$ cat src/rtl/riscv_mul32_seq.sv
// Sequential RV32M multiplier: four 16x16 partial products through one unsigned
// mult16 primitive, accumulated into 64 bits, then sign-corrected for writeback.

module mult16 #(
    parameter bit AB_SIGNED = 1'b0
) (
    input  logic [15:0] a,
    input  logic [15:0] b,
    output logic [31:0] q
);

    generate
        if (AB_SIGNED) begin : g_signed
            assign q = 32'($signed({{16{a[15]}}, a}) * $signed({{16{b[15]}}, b}));
        end else begin : g_unsigned
            assign q = {16'd0, a} * {16'd0, b};
        end
    endgenerate

endmodule

module riscv_mul32_seq #(
    parameter bit EARLY_ZERO = 1'b1
) (
    input  logic        clk_i,
    input  logic        rst_i,
    input  logic        start_i,
    input  logic [1:0]  op_i,
    input  logic [31:0] rs1_i,
    input  logic [31:0] rs2_i,
    output logic        busy_o,
    output logic        done_o,
    output logic [31:0] result_o
);

    typedef enum logic [1:0] {
        ST_IDLE = 2'd0,
        ST_MUL  = 2'd1,
        ST_FIN  = 2'd2
    } state_t;

    localparam logic [1:0] OP_MUL    = 2'b00;
    localparam logic [1:0] OP_MULH   = 2'b01;
    localparam logic [1:0] OP_MULHSU = 2'b10;

    // Two's-complement magnitude; 0x80000000 maps onto itself, which is exact as unsigned.
    function automatic logic [31:0] abs32(input logic [31:0] v, input logic is_neg);
        return is_neg ? (~v + 32'd1) : v;
    endfunction

    function automatic logic [63:0] neg64(input logic [63:0] v, input logic en);
        return en ? (~v + 64'd1) : v;
    endfunction

    state_t      state_r, state_nxt_s;
    logic [1:0]  cnt_r, cnt_nxt_s;
    logic [63:0] acc_r, acc_nxt_s;
    logic [31:0] a_mag_r, a_mag_nxt_s;
    logic [31:0] b_mag_r, b_mag_nxt_s;
    logic        neg_r, neg_nxt_s;
    logic [1:0]  op_r, op_nxt_s;
    logic [31:0] result_r, result_nxt_s;
    logic        done_r, done_nxt_s;
    logic        busy_r, busy_nxt_s;

    logic        a_signed_s, b_signed_s;
    logic        sign_a_s, sign_b_s;
    logic        zero_op_s;
    logic [15:0] m_a_s, m_b_s;
    logic [31:0] m_q_s;
    logic [63:0] pp_shift_s;
    logic [63:0] p_s;

    // Operand signedness decode and early-zero detection at the start boundary.
    always_comb begin
        a_signed_s = (op_i == OP_MULH) || (op_i == OP_MULHSU);
        b_signed_s = (op_i == OP_MULH);
        sign_a_s   = a_signed_s & rs1_i[31];
        sign_b_s   = b_signed_s & rs2_i[31];
        zero_op_s  = EARLY_ZERO && ((rs1_i == 32'd0) || (rs2_i == 32'd0));
    end

    // Partial-product operand select: cnt[1] picks the A half, cnt[0] the B half.
    always_comb begin
        m_a_s = cnt_r[1] ? a_mag_r[31:16] : a_mag_r[15:0];
        m_b_s = cnt_r[0] ? b_mag_r[31:16] : b_mag_r[15:0];
    end

    mult16 #(
        .AB_SIGNED (1'b0)
    ) u_mult16 (
        .a (m_a_s),
        .b (m_b_s),
        .q (m_q_s)
    );

    // Align the current partial product to its weight in the 64-bit accumulator.
    always_comb begin
        case (cnt_r)
            2'd0:    pp_shift_s = {32'd0, m_q_s};
            2'd1:    pp_shift_s = {16'd0, m_q_s, 16'd0};
            2'd2:    pp_shift_s = {16'd0, m_q_s, 16'd0};
            2'd3:    pp_shift_s = {m_q_s, 32'd0};
            default: pp_shift_s = 64'd0;
        endcase
        p_s = neg64(acc_r, neg_r);
    end

    // Next-state and next-output logic for the IDLE/MUL/FIN sequencer.
    always_comb begin
        state_nxt_s  = state_r;
        cnt_nxt_s    = cnt_r;
        acc_nxt_s    = acc_r;
        a_mag_nxt_s  = a_mag_r;
        b_mag_nxt_s  = b_mag_r;
        neg_nxt_s    = neg_r;
        op_nxt_s     = op_r;
        result_nxt_s = result_r;
        done_nxt_s   = 1'b0;

        case (state_r)
            ST_IDLE: begin
                if (start_i) begin
                    a_mag_nxt_s = abs32(rs1_i, sign_a_s);
                    b_mag_nxt_s = abs32(rs2_i, sign_b_s);
                    neg_nxt_s   = sign_a_s ^ sign_b_s;
                    op_nxt_s    = op_i;
                    acc_nxt_s   = 64'd0;
                    cnt_nxt_s   = 2'd0;
                    if (zero_op_s) begin
                        state_nxt_s = ST_FIN;
                    end else begin
                        state_nxt_s = ST_MUL;
                    end
                end else begin
                    state_nxt_s = ST_IDLE;
                end
            end
            ST_MUL: begin
                acc_nxt_s = acc_r + pp_shift_s;
                cnt_nxt_s = cnt_r + 2'd1;
                if (cnt_r == 2'd3) begin
                    state_nxt_s = ST_FIN;
                end else begin
                    state_nxt_s = ST_MUL;
                end
            end
            ST_FIN: begin
                if (op_r == OP_MUL) begin
                    result_nxt_s = p_s[31:0];
                end else begin
                    result_nxt_s = p_s[63:32];
                end
                done_nxt_s  = 1'b1;
                state_nxt_s = ST_IDLE;
            end
            default: begin
                state_nxt_s = ST_IDLE;
                cnt_nxt_s   = 2'd0;
                acc_nxt_s   = 64'd0;
            end
        endcase

        busy_nxt_s = (state_nxt_s != ST_IDLE);
    end

    // State, datapath and output registers; reset aborts any operation in flight.
    always_ff @(posedge clk_i or posedge rst_i) begin
        if (rst_i) begin
            state_r  <= ST_IDLE;
            cnt_r    <= 2'd0;
            acc_r    <= 64'd0;
            a_mag_r  <= 32'd0;
            b_mag_r  <= 32'd0;
            neg_r    <= 1'b0;
            op_r     <= 2'd0;
            result_r <= 32'd0;
            done_r   <= 1'b0;
            busy_r   <= 1'b0;
        end else begin
            state_r  <= state_nxt_s;
            cnt_r    <= cnt_nxt_s;
            acc_r    <= acc_nxt_s;
            a_mag_r  <= a_mag_nxt_s;
            b_mag_r  <= b_mag_nxt_s;
            neg_r    <= neg_nxt_s;
            op_r     <= op_nxt_s;
            result_r <= result_nxt_s;
            done_r   <= done_nxt_s;
            busy_r   <= busy_nxt_s;
        end
    end

    assign busy_o   = busy_r;
    assign done_o   = done_r;
    assign result_o = result_r;

endmodule

$ cat config.mk
export PLATFORM = sky130hd
export DESIGN_NAME = riscv_mul32_seq
export DESIGN_NICKNAME = d
export VERILOG_FILES = /design/src/rtl/riscv_mul32_seq.sv
export SDC_FILE = /design/constraint.sdc
export NUM_CORES = 1
export LEC_CHECK = 0
export BUFFER_PORTS_ARGS = -buffer_cell sky130_fd_sc_hd__buf_2
export CAP_MARGIN = 20
export CORE_ASPECT_RATIO = 0.6
export CORE_UTILIZATION = 55
export CTS_CLUSTER_DIAMETER = 120
export DETAILED_ROUTE_END_ITERATION = 7
export PLACE_DENSITY = 0.83
export SYNTH_ARGS = -nofsm -noshare
export SYNTH_HDL_FRONTEND = slang
export SYNTH_SLANG_ARGS = --single-unit
export TNS_END_PERCENT = 20
$ cat constraint.sdc
create_clock -name clk_i -period 22.3 [get_ports clk_i]
set_clock_uncertainty 0.1 [all_clocks]
set_input_delay 3.345 -clock clk_i [delete_from_list [all_inputs] [get_ports clk_i]]
set_output_delay 3.345 -clock clk_i [all_outputs]
set_load 0.005 [all_outputs]
==> results of run 1 <==
worst max-delay path: cells and delay by family, from the launching register on:
family,cells,cell delay [ps]
adder cells (fa/ha/maj),8,4070
AO/OA/AOI/OAI,9,3010
AND/OR/NAND/NOR,8,1730
multiplexers,1,840
buffers and inverters,5,640
flip-flops,1,320
XOR/XNOR,1,260
layer usage:
metal  global-route usage  routed length (µm)  vias to the layer above
met1               0.5735               33800                     9739
met2               0.4629               27000                     1111
met3               0.1413               10670                       91
li1                     -                   -                     8955
met5                    0                  27                        -
met4              0.05720                 793                        4
per-stage QoR:
| step | instances | hold WS [ps] | area, µm² | utilization |
|---|---|---|---|---|
| floorplan | 2621 | 344.4 | 21660 | - |
| global placement | 3162 | 357.6 | 22670 | 0.5926 |
| detailed placement | 3162 | 365.2 | 22670 | 0.5926 |
| CTS | 3194 | 383.7 | 23300 | 0.6089 |
| global route | 3196 | 414.2 | 23320 | 0.6095 |
| finish | 3197 | 377.8 | 23320 | 0.6095 |
layout by cell type (no fill, tap or decap), types with 61 or more instances in the layout:
cell type  Yosys  routed
ha_1         173     173
nor2_1       202     201
a21o_1        61      61
o21ai_0      193     193
dfrtp_1      169     168
o21ai_1       78      78
xor2_1        98      98
inv_1        272     271
fa_1         195     195
nand2_1      407     406
buf_2          1     102
a21oi_1      115     114
xnor2_1       97      97
worst paths after layout:
| kind | from | endpoint | slack [ps] | cells past startpoint |
|---|---|---|---|---|
| setup / recovery | cnt_r[0] | acc_r[63] | 11230 | 32 |
| hold / removal | result_o[0] | result_o[0] | 380 | 2 |
| setup reg to reg | cnt_r[0] | acc_r[63] | 11230 | 32 |
| hold reg to reg | result_o[0] | result_o[0] | 380 | 2 |
| max in group asynchronous | rst_i | neg_r | 17920 | 3 |
| min in group asynchronous | rst_i | acc_r[60] | 2860 | 2 |
registers in the layout, summed over array words and instances (netlist names):
| signal | flops |
|---|---|
| a_mag_r | 32 |
| acc_r | 64 |
| b_mag_r | 32 |
| busy_o | 1 |
| cnt_r | 2 |
| done_o | 1 |
| neg_r | 1 |
| op_r | 2 |
| result_o | 32 |
| state_r | 2 |
final cells by class:
| class | instances | area, µm² |
|---|---|---|
| Antenna cell | 2 | 5.005 |
| Clock buffer | 17 | 425.4 |
| Clock inverter | 15 | 197.7 |
| Fill cell | 3424 | 14940 |
| Inverter | 273 | 1030 |
| Multi-Input combinational cell | 2078 | 16060 |
| Sequential cell | 169 | 4230 |
| Tap cell | 513 | 641.9 |
| Timing Repair Buffer | 130 | 733.2 |
cells by family (layout without fill, tap and decap cells):
logic type / Yosys count / in the layout / synth area share
adders and majority gates: 368 / 368 / 0.2802
DFF: 169 / 169 / 0.1953
and+or+nand+nor: 827 / 827 / 0.1711
buffers and inverters: 374 / 435 / 0.06487
other: 0 / 2 / 0
muxes: 61 / 61 / 0.02987
AOI/OAI and AO/OA: 627 / 627 / 0.1799
xor gates and xnor gates: 195 / 195 / 0.07885
==> run metrics, run 1 <==
RSZ-0062 raised after global routing no; EDFF count, synth 0; startpoint types register; Yosys top cell by area dfrtp_1; kind of critical path register to register; worst-skew pair later-pin latency approximately 470 ps; Vias around 20000; Clock Pin Slew Worst Setup and Hold Paths ~80 ps; cts bufs inserted 17; Syn. warnings 0; CTS root buffer clkbuf_16; max incr delay on CP around 840 ps; Core ar. between 0.03 and 0.04 mm²; Setup-failing EPs final 0; Worst EP required around 23000 ps; H-tree depth 4; Yosys reg bits 169; share of Yosys cell area claimed by the top area cell type 0.1953; Syn Area/Cell 8.264 µm²; max-cap violation count 0; Post-synth ARST share 1.000; setup ws final 11230 ps; Critical Path AT ~11000 ps; Cell Rows 55; Buffers on Ports a little over 100; Die Wd roughly 260 µm; Post-DRT Antenna Nets 0; syn nets between 3000 and 4000; first-pass GRT wire length about 110000 µm; fin nets 3106; worst slew pin tran between 1000 and 1500 ps; Fmax ~90 MHz; worst-path cell with the longest stage delay mux2i_1; CTS tree yes; worst slack, placed between 10000 and 15000 ps; final hold violation count 0; Avg WL per Cell 22.61 µm; Cell Area, Synth 0.02166 mm²; clk sinks 169; DR vias/cell a little over 6; Max FO, Critical Path 32; via count of the first global-routing pass ~19000; initial drt markers approximately 2200; Resized Gates After CTS 0; largest net degree at the start of global routing approximately 130; gr ovfl total 0; Primary FF master, synth dfrtp_1; Seq/Total Area, Yosys 0.1953; status complete, no violations; final slew viol count 0; min Tclk post-route ~11000 ps; num ports about 100; drt pass-1 iters 5; starting density of the core 0.5661; Detailed Route WL 72290 µm; Area Overhead vs Synth 7.677%; DR DRC count 0; GPL Wtd Cong between 1 and 1.5; Die Y around 160 µm; layout cells sized above 1 0.08837; Longest Clk Path Bufs 2; post-synthesis cell type count 80; post-CTS setup repair buffer count 0; Die ar. 0.04020 mm²; top post-synthesis cells by count nand2_1 (407), inv_1 (272), nor2_1 (202), fa_1 (195), o21ai_0 (193); crit end category register; most frequent cell after synthesis nand2_1; Total GRT Usage 0.3645; Tcrit/Tclk final 0.4964; Area contributors post-synth dfrtp_1 (20%), fa_1 (18%), ha_1 (10%); cell count after synthesis 2621; CP dominant cell by count fa_1; CTS Hold Buffers Added 0; antenna violations before repair 4; detailed placement HPWL a little under 60000 µm; Worst slew margin 0.2496; setup tns final 0 ps; worst min path class register to register
Power of run 1 is not shown: default switching activity piles up to over one toggle a cycle in this logic, so the estimate is an artifact.
==> inputs of run 2 (changes only) <==
- PLACE_DENSITY: 0.83 -> 0.85
- clock period: 22.3 -> 10 ns (I/O delays scaled with it)
==> run metrics, run 2 (synthesis results as in run 1) <==
status complete, but fails checks; violated checks design-rule violations; Post-DRT Antenna Nets 0; setup ws final 126.5 ps; Final Util 0.6373; largest net degree at the start of global routing 128; Max FO, Critical Path 11; Core ar. 0.03826 mm²; Buffers on Ports around 100; Post-DP Area about 0.023 mm²; commonest cells after routing, fill and taps aside nand2_1 (406), inv_1 (271), nor2_1 (201); final hold violation count 0; CTS tree yes; gr ovfl total 0; Worst EP required 10260 ps; Avg WL per Cell about 23 µm; Die Y around 160 µm; GPL Wtd Cong around 1.1; Die Wd roughly 260 µm; fin nets between 3000 and 4000; Worst slew margin 0.2856; max incr delay on CP between 500 and 600 ps; H-tree depth 4; DR vias/cell ~6.3; min Tclk post-route just under 10000 ps; detailed placement HPWL 60100 µm; fin area 0.02438 mm²; CP dominant cell by count fa_1; Area Overhead vs Synth 12.58%; worst min path class register to register; worst-skew pair later-pin latency ~480 ps; Largest register FFs 64; num ports 103; antenna violations before repair 2; commonest non-fill, non-tap cell in the layout nand2_1; max-cap violation count 0; starting density of the core 0.5661; CTS root buffer clkbuf_16; Tcrit/Tclk final 0.9874; Cell Count, Final, Fillers Out 3284; layout cells sized above 1 0.1310; initial drt markers ~2800; worst slew pin tran 1042 ps; final slew viol count 0; Critical Path AT approximately 10000 ps; cts bufs inserted 17; via count of the first global-routing pass around 19000; worst path bufs/invs 8; drt pass-1 iters 8; placed insts between 3000 and 4000; worst-path cell with the longest stage delay fa_1; Total GRT Usage 0.3709; Detailed Route WL around 74000 µm; Vias slightly above 20000; Fmax about 100 MHz; Cell Rows 55; RSZ-0062 raised after global routing yes; first-pass GRT wire length approximately 110000 µm; crit end category register; Die ar. between 0.04 and 0.05 mm²; worst slack, placed -246.8 ps; Setup-failing EPs final 0; clk sinks 169; Crit path max-delay family adder cells; Clock Pin Slew Worst Setup and Hold Paths about 80 ps; Top reg by flops acc_r; Longest Clk Path Bufs 2; # fillers about 3300; startpoint types register; DR DRC count 1; kind of critical path register to register
## run 2: area by class of cell
cell class,count,area [µm²],share of cell area
Multi-Input combinational cell,2078,16360,0.6707
Sequential cell,169,4233,0.1736
Timing Repair Buffer,218,1500,0.06152
Inverter,273,1030,0.04223
Tap cell,513,641.9,0.02632
Clock buffer,17,425.4,0.01745
Clock inverter,15,196.4,0.008056
Antenna cell,1,2.502,0.0001026
## run 2: final timing paths
kind                        startpoint  slack (ps)  cells after the start           to
max reg2reg                   cnt_r[0]         130                     37    acc_r[57]
min in group asynchronous        rst_i        1160                      2      op_r[1]
min                        result_o[1]         380                      2  result_o[1]
max in group asynchronous        rst_i        7110                      3    acc_r[28]
min reg2reg                result_o[1]         380                      2  result_o[1]
max                           cnt_r[0]         130                     37    acc_r[57]
## run 2: per-stage QoR
step,setup TNS [ps],hold WS (ps)
detailed placement,-502.3,366.3
global route,-114.8,406.4
global placement,0,356.7
finish,0,378.2
floorplan,0,344.4
CTS,0,384.8
## run 2: repair_timing
item	in CTS	in global routing
endpoints found under the setup margin	5	22
gates cloned	0	1
resized for setup	6	52
buffers inserted	0	12
hold buffers	0	0
pin swaps	0	13
## run 2: worst reg2reg max path: cells and delay by family (launching register included)
family          cells  cell delay (ps)
compound gates     10             2150
xor+xnor            1              250
fa+ha+maj           8             3670
buf+inv             8              930
flops               1              540
mux                 1              260
simple gates        9             1870
## run 2: layer usage
metal / vias up / GRT usage / part of all wire
met1: 10033 / 0.5540 / 0.44
li1: 9124 / - / -
met4: 4 / 0.06114 / 0.012
met3: 105 / 0.1759 / 0.17
met5: - / 0 / 0.0012
met2: 1338 / 0.4808 / 0.38
Power of run 2 is left out for the same reason.
